## src/rtl/riscv_pkg.sv

```systemverilog
// Shared fetch-stage constants and the buffered fetch entry layout.
// Used by instr_fetch and fetch_fifo.
package riscv_pkg;

  localparam int INSTR_W = 32;
  localparam int PC_STEP = 4;
  // Low address bits that must be zero for a word fetch
  localparam logic [1:0] FETCH_ADDR_ALIGN = 2'b11;

  typedef struct packed {
    logic [INSTR_W-1:0] instr;
    logic [31:0]        pc;
  } fetch_entry;

  function automatic int cnt_width(input int depth);
    return $clog2(depth + 1);
  endfunction

endpackage

```

## src/rtl/fetch_fifo.sv

```systemverilog
// In-order instruction buffer with synchronous flush.
// The head entry is read straight from storage, so outputs depend only on registers.
module fetch_fifo
  import riscv_pkg::*;
#(
  parameter int DEPTH   = 2,
  parameter int ENTRY_W = 64,
  parameter int CNT_W   = cnt_width(DEPTH)
) (
  input  logic               clk,
  input  logic               rst,
  input  logic               push,
  input  logic [ENTRY_W-1:0] push_data,
  input  logic               pop,
  input  logic               flush,
  output logic [ENTRY_W-1:0] head,
  output logic [CNT_W-1:0]   count,
  output logic               full,
  output logic               empty
);

  localparam int AW = $clog2(DEPTH);

  logic [ENTRY_W-1:0] mem [DEPTH];
  logic [AW-1:0]      wr_ptr;
  logic [AW-1:0]      rd_ptr;
  logic               do_pop;

  assign empty  = (count == '0);
  assign full   = (count == CNT_W'(DEPTH));
  assign do_pop = pop && !empty;
  assign head   = mem[rd_ptr];

  always_ff @(posedge clk or posedge rst) begin
    if (rst) begin
      wr_ptr <= '0;
      rd_ptr <= '0;
      count  <= '0;
      for (int i = 0; i < DEPTH; i++) mem[i] <= '0;
    end else if (flush) begin
      wr_ptr <= '0;
      rd_ptr <= '0;
      count  <= '0;
    end else begin
      if (push) begin
        mem[wr_ptr] <= push_data;
        wr_ptr      <= wr_ptr + 1'b1;
      end
      if (do_pop) rd_ptr <= rd_ptr + 1'b1;
      count <= count + CNT_W'(push) - CNT_W'(do_pop);
    end
  end

  // The issue credit in the parent reserves a slot per outstanding request
  always_ff @(posedge clk) begin
    if (!rst && !flush) assert (!(push && full));
  end

endmodule

```

## src/rtl/instr_fetch.sv

```systemverilog
// Fetch stage: owns the PC, issues word requests, buffers in-order responses, handles redirects.
// Optional FETCH_MISALIGN_CHECK_EN: misaligned redirect sets sticky fetch_misalign and halts fetch.
module instr_fetch
  import riscv_pkg::*;
#(
  parameter int               WIDTH      = 32,
  parameter logic [WIDTH-1:0] RESET_PC   = '0,
  parameter int               FIFO_DEPTH = 2
) (
  input  logic               clk,
  input  logic               reset,
  output logic               imem_req_valid,
  input  logic               imem_req_ready,
  output logic [WIDTH-1:0]   imem_req_addr,
  input  logic               imem_rsp_valid,
  input  logic [INSTR_W-1:0] imem_rsp_data,
  input  logic               redirect_valid,
  input  logic [WIDTH-1:0]   redirect_pc,
  output logic               instr_valid,
  input  logic               instr_ready,
  output logic [INSTR_W-1:0] instr,
  output logic [WIDTH-1:0]   instr_pc,
  output logic [WIDTH-1:0]   instr_pc_plus4
`ifdef FETCH_MISALIGN_CHECK_EN
  ,
  output logic               fetch_misalign
`endif
);

  localparam int CNT_W   = cnt_width(FIFO_DEPTH);
  localparam int ENTRY_W = INSTR_W + WIDTH;

  logic [WIDTH-1:0]   pc;
  logic [CNT_W-1:0]   outstanding;
  logic [CNT_W-1:0]   drop;
  logic [CNT_W-1:0]   fifo_count;
  logic               fifo_full;
  logic               fifo_empty;
  logic [ENTRY_W-1:0] fifo_head;
  logic               credit_ok;
  logic               req_fire;
  logic               rsp_keep;
  logic               halted;
  logic [WIDTH-1:0]   redirect_target;

  assign redirect_target = redirect_pc & ~WIDTH'(FETCH_ADDR_ALIGN);

`ifdef FETCH_MISALIGN_CHECK_EN
  logic misalign_hit;
  assign misalign_hit = redirect_valid && ((redirect_pc[1:0] & FETCH_ADDR_ALIGN) != 2'b00);

  always_ff @(posedge clk or posedge reset) begin
    if (reset)             halted <= 1'b0;
    else if (misalign_hit) halted <= 1'b1;
  end
  assign fetch_misalign = halted;
`else
  assign halted = 1'b0;
`endif

  // Responses already in flight count against buffer space
  assign credit_ok      = ({1'b0, fifo_count} + {1'b0, outstanding}) < (CNT_W+1)'(FIFO_DEPTH);
  assign imem_req_valid = !reset && !redirect_valid && !halted && credit_ok;
  assign imem_req_addr  = pc;
  assign req_fire       = imem_req_valid && imem_req_ready;
  assign rsp_keep       = imem_rsp_valid && (drop == '0) && !redirect_valid;

  always_ff @(posedge clk or posedge reset) begin
    if (reset) begin
      pc          <= RESET_PC;
      outstanding <= '0;
      drop        <= '0;
    end else begin
      outstanding <= outstanding + CNT_W'(req_fire) - CNT_W'(imem_rsp_valid);
      if (redirect_valid) begin
        pc   <= redirect_target;
        drop <= outstanding - CNT_W'(imem_rsp_valid);
      end else begin
        if (req_fire) pc <= pc + WIDTH'(PC_STEP);
        if (imem_rsp_valid && (drop != '0)) drop <= drop - 1'b1;
      end
    end
  end

  // Redirect discards this cycle's response alongside the flush; the pending
  // response remains tracked by outstanding/drop until it is received.
  fetch_fifo #(
    .DEPTH   (FIFO_DEPTH),
    .ENTRY_W (ENTRY_W),
    .CNT_W   (CNT_W)
  ) u_fifo (
    .clk       (clk),
    .rst       (reset),
    .push      (rsp_keep),
    .push_data ({imem_rsp_data, pc_of_rsp()}),
    .pop       (instr_ready),
    .flush     (redirect_valid),
    .head      (fifo_head),
    .count     (fifo_count),
    .full      (fifo_full),
    .empty     (fifo_empty)
  );

  // Responses return in order, so the oldest outstanding address is the
  // current PC minus the in-flight byte span.
  function automatic logic [WIDTH-1:0] pc_of_rsp();
    return pc - WIDTH'(outstanding) * WIDTH'(PC_STEP);
  endfunction

  assign instr_valid    = !fifo_empty;
  assign instr          = fifo_empty ? '0 : fifo_head[ENTRY_W-1 -: INSTR_W];
  assign instr_pc       = fifo_empty ? '0 : fifo_head[WIDTH-1:0];
  assign instr_pc_plus4 = fifo_empty ? '0 : fifo_head[WIDTH-1:0] + WIDTH'(PC_STEP);

  logic unused_full;
  assign unused_full = fifo_full;

endmodule

```

## config.mk

```make
export PLATFORM = sky130hd
export DESIGN_NAME = instr_fetch
export DESIGN_NICKNAME = d
export VERILOG_FILES = /design/src/rtl/riscv_pkg.sv /design/src/rtl/fetch_fifo.sv /design/src/rtl/instr_fetch.sv
export SDC_FILE = /design/constraint.sdc
export NUM_CORES = 1
export LEC_CHECK = 0
export ABC_AREA = 1
export BUFFER_PORTS_ARGS = -buffer_cell sky130_fd_sc_hd__buf_2
export CORE_AREA = 4 4 232 121
export DETAILED_ROUTE_END_ITERATION = 7
export DIE_AREA = 0 0 236 125
export PLACE_DENSITY = 0.59
export SKIP_LAST_GASP = 1
export SYNTH_ARGS = -nofsm -noshare
export SYNTH_HDL_FRONTEND = slang
export SYNTH_SLANG_ARGS = --single-unit
```

## constraint.sdc

```tcl
create_clock -name clk -period 15.7 [get_ports clk]
set_clock_uncertainty 0.15 [all_clocks]
set_input_delay 3.14 -clock clk [delete_from_list [all_inputs] [get_ports clk]]
set_output_delay 3.14 -clock clk [all_outputs]
set_load 0.05 [all_outputs]
```

Word level (Yosys, flattened, before mapping)
Cells that the tools add are included. W data, S select, Z words.

Add/subtract/negate cells: 12. $lt $le $gt $ge: 4. Multiplexer cells: 18. Bitwise operators: 3. Reductions and logical operators: 19.

Operators with widths (number): $mux W64 (4); $mux W32 (5); $bwmux W128 (1); $add A32 B3 Y32 const B (2); $demux W64 S1 (1); $sub A32 B4 Y32 (1); $reduce_bool A2 Y1 (5); $logic_and A1 B1 Y1 (8); $mux W2 (3); $sub A2 B1 Y2 (3); $add A2 B1 Y2 (2); $ge A2 B2 Y1 const B (2); $logic_not A2 Y1 (2); $mux W1 (4); $not A1 Y2 (2); $add A2 B2 Y3 (1); $logic_not A1 Y1 (3); $lt A3 B2 Y1 const B (1); $add A1 B1 Y1 const B (2); $lt A2 B1 Y1 const B (1); $reduce_and A2 Y1 (1); $sub A2 B1 Y2 const B (1); $not A1 Y1 (1).

Flip-flop bits (word level): 168. Input port bits: 70. Output and inout bits: 130. Word-level logic and storage cells: 64.

Depth between registers and ports, before layout
Gate-level depths: netlist of run 1.

Word-level depth: 6. Depth in mapped cells: 14. Mapped depth without buffers: 13.

Cells and area by module
A second synthesis of run 1 with hierarchy kept.

Cells, all modules: 1590. Area total of the unflattened synthesis: 11138.2 µm².

By module, submodules not included: fetch_fifo (times used 1, cells an instance 716, area each 6317.3 µm², seq. area each 3303.2 µm²); instr_fetch (times used 1, cells an instance 874, area each 4820.9 µm², seq. area each 850.8 µm²).

Worst setup path after synthesis of run 1
No wires, ideal clock.

Path kind: input -> output. From: in reset. To: out imem_req_valid. Data arrival time: 7.191 ns. Data required time: 12.410 ns. Setup slack: 5.219 ns. Stages: 3. Path buffers: 0. Cell sequence: inv_1 > nand3_1 > inv_1.

Cells in the longest elaborated chain, start to end: 3.

Ends and longest elaborated chain: from (decl) (RTL line instr_fetch.sv:11) `input logic reset,`; $logic_not A1 Y1 (no line); $logic_and A1 B1 Y1; $logic_and A1 B1 Y1 (RTL line instr_fetch.sv:63) `assign imem_req_valid = !reset && !redirect_valid && !halted && credit_ok;`; to (decl) (RTL line instr_fetch.sv:12) `output logic imem_req_valid,`.

Every way passes these cells.

Worst setup path after layout of run 1
Ends and elaborated chain as after synthesis.

==> qor.yml, run 1 <==
sta:
  number_of_failing_hold_endpoints_at_the_final_stage: 0
  worstMarginPinSlew_ns: 0.963
  grt_setup_unrepaired: "false"
  worst_slew_margin_rel_pct: 35.4
  max_freq_mhz: 130
  post-route-period-util_pct: 49.1
  post-route-min-period_ns: 7.70
  setup_total_negative_slack_ns: 0
  finalSetupViolCount: 0
  finalMaxSlewViolations: 0
outcome:
  status: "finished, final reports clean"
min_path:
  worst_hold_path_type: "reg2reg"
  hold_depth: 2
  hold_path_startpoint: "u_fifo.mem[25]"
  endpoint_worst_hold: "u_fifo.mem[25]"
yosys:
  ys.warnings.count: 0
  post_synth.cell_area_avg_sq_um: 6.72
  netlist-cell-type-count: 42
  synthesis.area_sq_um: 10200
  postSynthRegisterBits: 162
  gate_count_post_synth: 1524
  ys_seq_area_share_pct: 39.6
setup_path:
  cp_max_fo: 95
  critical-path-top-cell-by-count: "sky130_fd_sc_hd__buf_2"
  setup.reg_to_reg.worst_slack_ns: 12.23
  required_ns: 12.41
  slowest_cell_delay_on_critical_path_ns: 0.59
  crit_path_top_delay_cell: "sky130_fd_sc_hd__inv_6"
  critPathTopFamily: "buffers and inverters"
  worstSetupPathType: "in2out"
  crit_path_cell_trace: "buf_2 -> inv_6 -> nand3_1 -> inv_1 -> buf_2"
  cp.arrival_ns: 4.41
  critPathLaunchType: "primary input"
  crit_buf_inv: 4
  worst-r2r-cell-count: 9
  cp-end-kind: "output pin"
  critical_path.reg2reg.endpoint: "imem_req_addr[4]"
  r2r_start: "outstanding[1]"
power:
  p_leak_nw: 6.18
  pwr_density_cell_nw_per_um2: 202
  irDropWorstVdd_v: 0.0000948
  finalPower_w: 0.00243
detailed_routing:
  detail_route.iter0.violations: 1119
  final_antenna_net_count: 0
  drc: 0
  routed_via_density: 4.99
  wl_per_cell_um: 16.0
  drt-total-wl_um: 32500
  detailroute.via_count: 10200
  drtPass1Iterations: 6
clock_network:
  htree_levels: 4
  tritoncts_clock_tree: "done"
  clock_sink_count: 162
  cts_inserted_buffers: 17
  cts_hold_buf: 0
  ctsResizeCount: 0
  cts.path.max_buffers: 2
  post_cts_repair_setup_buffers: 0
  root_buffer: "sky130_fd_sc_hd__clkbuf_16"
  clk_transition_reported_paths_ns: 0.06
  clk_latency_ns: 0.44
finish:
  post_route_cells_drive_above_1_share_pct: 17.5
  finish.net_count: 1755
  layout-area-overhead-vs-synth_pct: 17.3
  diodes: 0
  final_core_util_pct: 46.2
placement:
  place.port_buffers: 191
  global_placement_routability_congestion: 0.932
  post-dp-hpwl_um: 23700
grt:
  first_global_vias: 9395
  initial_antenna_violation_count: 0
  grt_max_degree: 96
  grt_pass1_wl_um: 51600
  global_route.usage.total_pct: 21.7
  grt_overflow: 0
floorplanning:
  die_h_um: 125
  die_area_sq_um: 29500
  design.core.area_sq_um: 26000
  core.rowCount: 42
  initial_core_util_pct: 39.4
  die_w_um: 236
  top_level_ports: 200
flow_run:
  timing.max_cap.violations: 0
## worst register-to-register path, cell delays in order (launching register included)
cell                       delay, ns
sky130_fd_sc_hd__dfrtp_1        0.50
sky130_fd_sc_hd__fa_1           0.53
sky130_fd_sc_hd__nor2_1         0.15
sky130_fd_sc_hd__nand3_1        0.09
sky130_fd_sc_hd__inv_1          0.11
sky130_fd_sc_hd__nand2_1        0.39
sky130_fd_sc_hd__nand2_1        0.82
sky130_fd_sc_hd__inv_2          0.30
sky130_fd_sc_hd__nand2_1        0.13
sky130_fd_sc_hd__o311ai_0       0.14
## registers in the layout (all words and copies together), names as in the netlist
signal and count:
u_fifo.wr_ptr 1, drop 2, imem_req_addr 30, u_fifo.rd_ptr 1, u_fifo.count 2, outstanding 2
u_fifo.mem 124
## cells in the mapped netlist (all sizes together)
cell type | number | area, sq um
o22ai | 1 | 6.26
o311ai | 1 | 8.76
or2 | 1 | 6.26
xnor2 | 3 | 26.3
dfrtp | 162 | 4050
inv | 169 | 634
fa | 2 | 40.0
a22oi | 1 | 7.51
xor2 | 36 | 315
o21ai | 136 | 684
clkbuf | 36 | 136
nor2 | 171 | 747
o211ai | 7 | 52.6
ha | 10 | 125
buf | 35 | 230
clkinv | 2 | 12.5
nand2 | 594 | 2310
o21bai | 6 | 45.0
nor3 | 17 | 90.1
conb | 1 | 3.75
o221ai | 4 | 35.0
nand4 | 16 | 100
nor2b | 1 | 6.26
nand3 | 58 | 300
a21oi | 51 | 255
a31oi | 3 | 18.8
## where the power goes
group | total (W) | switching [W] | internal, W
clock | 0.000468 | 0.000177 | 0.000291
combinational | 0.00122 | 0.000924 | 0.000296
sequential | 0.000739 | 0.000151 | 0.000588
## metrics by stage
step / hold slack (ns) / instance area [sq um] / instances / worst slack (ns)
CTS: 0.332 / 12000 / 2038 / 7.90
finish: 0.330 / 12000 / 2038 / 8.00
global placement: 0.313 / 11400 / 2006 / 7.93
floorplan: 0.299 / 10300 / 1529 / 5.22
detailed placement: 0.315 / 11400 / 2006 / 7.90
global route: 0.347 / 12000 / 2038 / 7.79
## layout by cell type (no fill, tap or decap), types with 2 or more instances in the layout
master,count
sky130_fd_sc_hd__nand3_2,2
sky130_fd_sc_hd__clkinv_4,5
sky130_fd_sc_hd__nand2_2,30
sky130_fd_sc_hd__dfrtp_1,161
sky130_fd_sc_hd__o21bai_1,6
sky130_fd_sc_hd__a21oi_1,51
sky130_fd_sc_hd__nand2_1,563
sky130_fd_sc_hd__nor2_1,148
sky130_fd_sc_hd__conb_1,6
sky130_fd_sc_hd__inv_2,5
sky130_fd_sc_hd__o211ai_1,7
sky130_fd_sc_hd__o21ai_1,7
sky130_fd_sc_hd__fa_1,2
sky130_fd_sc_hd__buf_4,5
sky130_fd_sc_hd__clkbuf_16,17
sky130_fd_sc_hd__inv_1,163
sky130_fd_sc_hd__o221ai_1,4
sky130_fd_sc_hd__nand4_1,16
sky130_fd_sc_hd__xnor2_1,3
sky130_fd_sc_hd__buf_2,191
sky130_fd_sc_hd__clkbuf_8,2
sky130_fd_sc_hd__clkinv_2,3
sky130_fd_sc_hd__bufinv_16,5
sky130_fd_sc_hd__nor3_1,16
sky130_fd_sc_hd__nand3_1,56
sky130_fd_sc_hd__nor2_4,11
sky130_fd_sc_hd__o21ai_0,128
sky130_fd_sc_hd__ha_1,10
sky130_fd_sc_hd__a31oi_1,3
sky130_fd_sc_hd__nor2_2,12
sky130_fd_sc_hd__xor2_1,36
## routing by layer
layer  GRT usage, %  wire length, um
met2           29.1            12700
met5              0                0
met3           5.43             2690
met1           35.2            16900
met4           3.24              223
## worst max path at each step
stage | cells after the start | from | endpoint | slack [ns]
after CTS | 5 | reset | imem_req_valid | 7.90
after global placement | 5 | reset | imem_req_valid | 7.93
after detailed placement | 5 | reset | imem_req_valid | 7.90
after floorplan | 3 | reset | imem_req_valid | 5.22
after global routing | 5 | reset | imem_req_valid | 7.79
final | 5 | reset | imem_req_valid | 8.00
## layout make-up
cell class / instances / area [sq um]
clock buffer: 19 / 453
clock inverter: 13 / 208
fill: 2766 / 14000
inverter: 171 / 652
multi-input combinational: 1125 / 5210
sequential: 162 / 4060
tap: 352 / 440
timing repair buffer: 196 / 993
## cells by family (layout without fill, tap and decap cells)
group                      Yosys count  count (layout)  share of synthesized area (%)
adders and majority gates           12              12                           1.61
xor gates and xnor gates            39              39                           3.33
buffers and inverters              242             399                           9.89
AOI/OAI and AO/OA                  210             210                           10.9
other                                1               6                         0.0366
and+or+nand+nor                    858             858                           34.7
DFF                                162             162                           39.6
Note: power is estimated with default switching activity, not from simulation.
==> inputs of run 2 (changes only) <==
==> constraint.sdc (replaced) <==
create_clock -name clk -period 7.61 [get_ports clk]
set_clock_uncertainty 0.15 [all_clocks]
set_input_delay 1.522 -clock clk [delete_from_list [all_inputs] [get_ports clk]]
set_output_delay 1.522 -clock clk [all_outputs]
set_load 0.05 [all_outputs]
==> qor.yml, run 2 (same netlist as run 1, synthesis figures left out) <==
finish:
  register_with_the_most_flip_flops: "u_fifo.mem"
  finish.net_count: 1757  # +0.11%
  post_route_cells_drive_above_1_share_pct: 17.5  # +0.039 points
  layout-area-overhead-vs-synth_pct: 16.9
  final_cell_mix: "563 x sky130_fd_sc_hd__nand2_1, 191 x sky130_fd_sc_hd__buf_2, 163 x sky130_fd_sc_hd__inv_1"
  fin_cells: 2040  # +0.098%
  diodes: 0  # unchanged
  largest_register_ffs: 124  # unchanged
  mostFrequentLayoutCell: "sky130_fd_sc_hd__nand2_1"
power:
  irDropWorstVdd_v: 0.000203  # +110%
  p_leak_nw: 6.16  # -0.34%
  pwr_density_cell_nw_per_um2: 413  # +100%
grt:
  grt_max_degree: 106  # +10%
  first_global_vias: 9413  # +0.19%
  global_route.usage.total_pct: 22.2  # +0.50 points
  initial_antenna_violation_count: 0  # unchanged
  grt_overflow: 0  # unchanged
  grt_pass1_wl_um: 52500  # +1.8%
sta:
  finalMaxSlewViolations: 0  # unchanged
  grt_setup_unrepaired: "false"
  number_of_failing_hold_endpoints_at_the_final_stage: 0  # unchanged
  worstMarginPinSlew_ns: 0.979  # +0.0160 ns
  finalSetupViolCount: 0  # unchanged
  post-route-period-util_pct: 67.7
  worst_slew_margin_rel_pct: 34.7  # -0.67 points
  max_freq_mhz: 194
  post-route-min-period_ns: 5.15
  setup_total_negative_slack_ns: 0  # unchanged
clock_network:
  ctsResizeCount: 0  # unchanged
  post_cts_repair_setup_buffers: 0  # unchanged
  cts_hold_buf: 0  # unchanged
  root_buffer: "sky130_fd_sc_hd__clkbuf_16"
  cts.path.max_buffers: 2  # unchanged
  clk_latency_ns: 0.44  # about the same
  tritoncts_clock_tree: "done"
  htree_levels: 4  # unchanged
  clock_sink_count: 162  # unchanged
  cts_inserted_buffers: 17  # unchanged
  clk_transition_reported_paths_ns: 0.06  # about the same
setup_path:
  cp.arrival_ns: 3.48  # -0.93 ns
  crit_path_cell_trace: "clkinv_4 -> buf_4 -> nand2_1 -> nand2_2 -> inv_1 -> nor2_4 -> nand4_1 -> nand2_1 -> a21oi_1 -> buf_2"
  worstSetupPathType: "reg2out"
  required_ns: 5.94  # -6.47 ns
  cp-end-kind: "output pin"
  crit_path_top_delay_cell: "sky130_fd_sc_hd__dfrtp_2"
  critPathLaunchType: "register"
  critical-path-top-cell-by-count: "sky130_fd_sc_hd__nand2_1"
  cp_max_fo: 44  # -54%
  slowest_cell_delay_on_critical_path_ns: 0.86  # +0.27 ns
floorplanning:
  top_level_ports: 200  # unchanged
  die_area_sq_um: 29500  # unchanged
  design.core.area_sq_um: 26000  # unchanged
  initial_core_util_pct: 39.4  # unchanged
  core.rowCount: 42  # unchanged
  die_h_um: 125  # unchanged
  die_w_um: 236  # unchanged
detailed_routing:
  detailroute.via_count: 10000  # -1.3%
  dr_wl_met3_um: 2630  # -2.1%
  met2_wirelength_from_detailed_routing_um: 12400  # -2.7%
  drc: 0  # unchanged
  met1Wirelength_um: 17200  # +1.6%
  routed_via_density: 4.92  # -1.4%
  dr.max_layer_used: "met4"
  wl_per_cell_um: 15.9  # -0.17%
  detail_route.iter0.violations: 1173  # +4.8%
  drtPass1Iterations: 6  # unchanged
  drt-total-wl_um: 32500  # about the same
  final_antenna_net_count: 0  # unchanged
placement:
  post-place-cells: 2008  # +0.10%
  global_placement_routability_congestion: 0.934  # +0.20%
  post-dp-hpwl_um: 24100  # +1.7%
  place.port_buffers: 191  # unchanged
min_path:
  worst_hold_path_type: "reg2reg"
outcome:
  status: "finished, final reports clean"
flow_run:
  timing.max_cap.violations: 0  # unchanged
==> run 2: metal layers <==
layer | vias to the layer above | track usage [%]
met1 | 4637 | 36.5
met2 | 344 | 28.6
li1 | 5025 | -
met4 | 0 | 3.97
met5 | - | 0
met3 | 33 | 5.87
==> run 2: worst max-delay path, delay by kind of cell (launching register included) <==
family	cells	cell delay, ns
and+or+nand+nor	5	0.47
DFF	1	0.86
AOI/OAI and AO/OA	1	0.27
buffers and inverters	4	1.43
==> run 2: where the power goes <==
group | switching [W] | internal, W
registers | 0.000285 | 0.00121
clock network | 0.000366 | 0.000534
logic | 0.00194 | 0.000614
total | 0.00259 | 0.00236
==> run 2: metrics by stage <==
step	setup WS (ns)	power, W	area (sq um)	hold WS (ns)	utilization [%]
final	2.46	0.00495	12000	0.328	46.1
after global routing	2.20	0.00533	12000	0.347	46.1
after CTS	2.47	0.00497	12000	0.333	46.1
after detailed placement	2.87	0.00405	11400	0.316	43.7
after global placement	2.87	0.00402	11400	0.313	43.7
after floorplan	0.365	0.00337	10300	0.299	-
==> run 2: worst paths after layout <==
| kind | from | endpoint | slack, ns | cells after the start |
|---|---|---|---|---|
| setup / recovery | u_fifo.rd_ptr | instr_pc_plus4[16] | 2.46 | 10 |
| hold / removal | u_fifo.mem[29] | u_fifo.mem[29] | 0.33 | 2 |
| setup reg to reg | outstanding[1] | imem_req_addr[28] | 4.17 | 10 |
| hold reg to reg | u_fifo.mem[29] | u_fifo.mem[29] | 0.33 | 2 |
| max in group asynchronous | reset | u_fifo.rd_ptr | 4.80 | 3 |
| min in group asynchronous | reset | drop[0] | 1.14 | 2 |
==> run 2: layout make-up <==
class / instances / area [sq um]
clock buffer: 20 / 457
multi-input combinational: 1125 / 5210
inverter: 171 / 652
fill: 2743 / 14000
clock inverter: 12 / 158
sequential: 162 / 4060
timing repair buffer: 198 / 1010
tap: 352 / 440
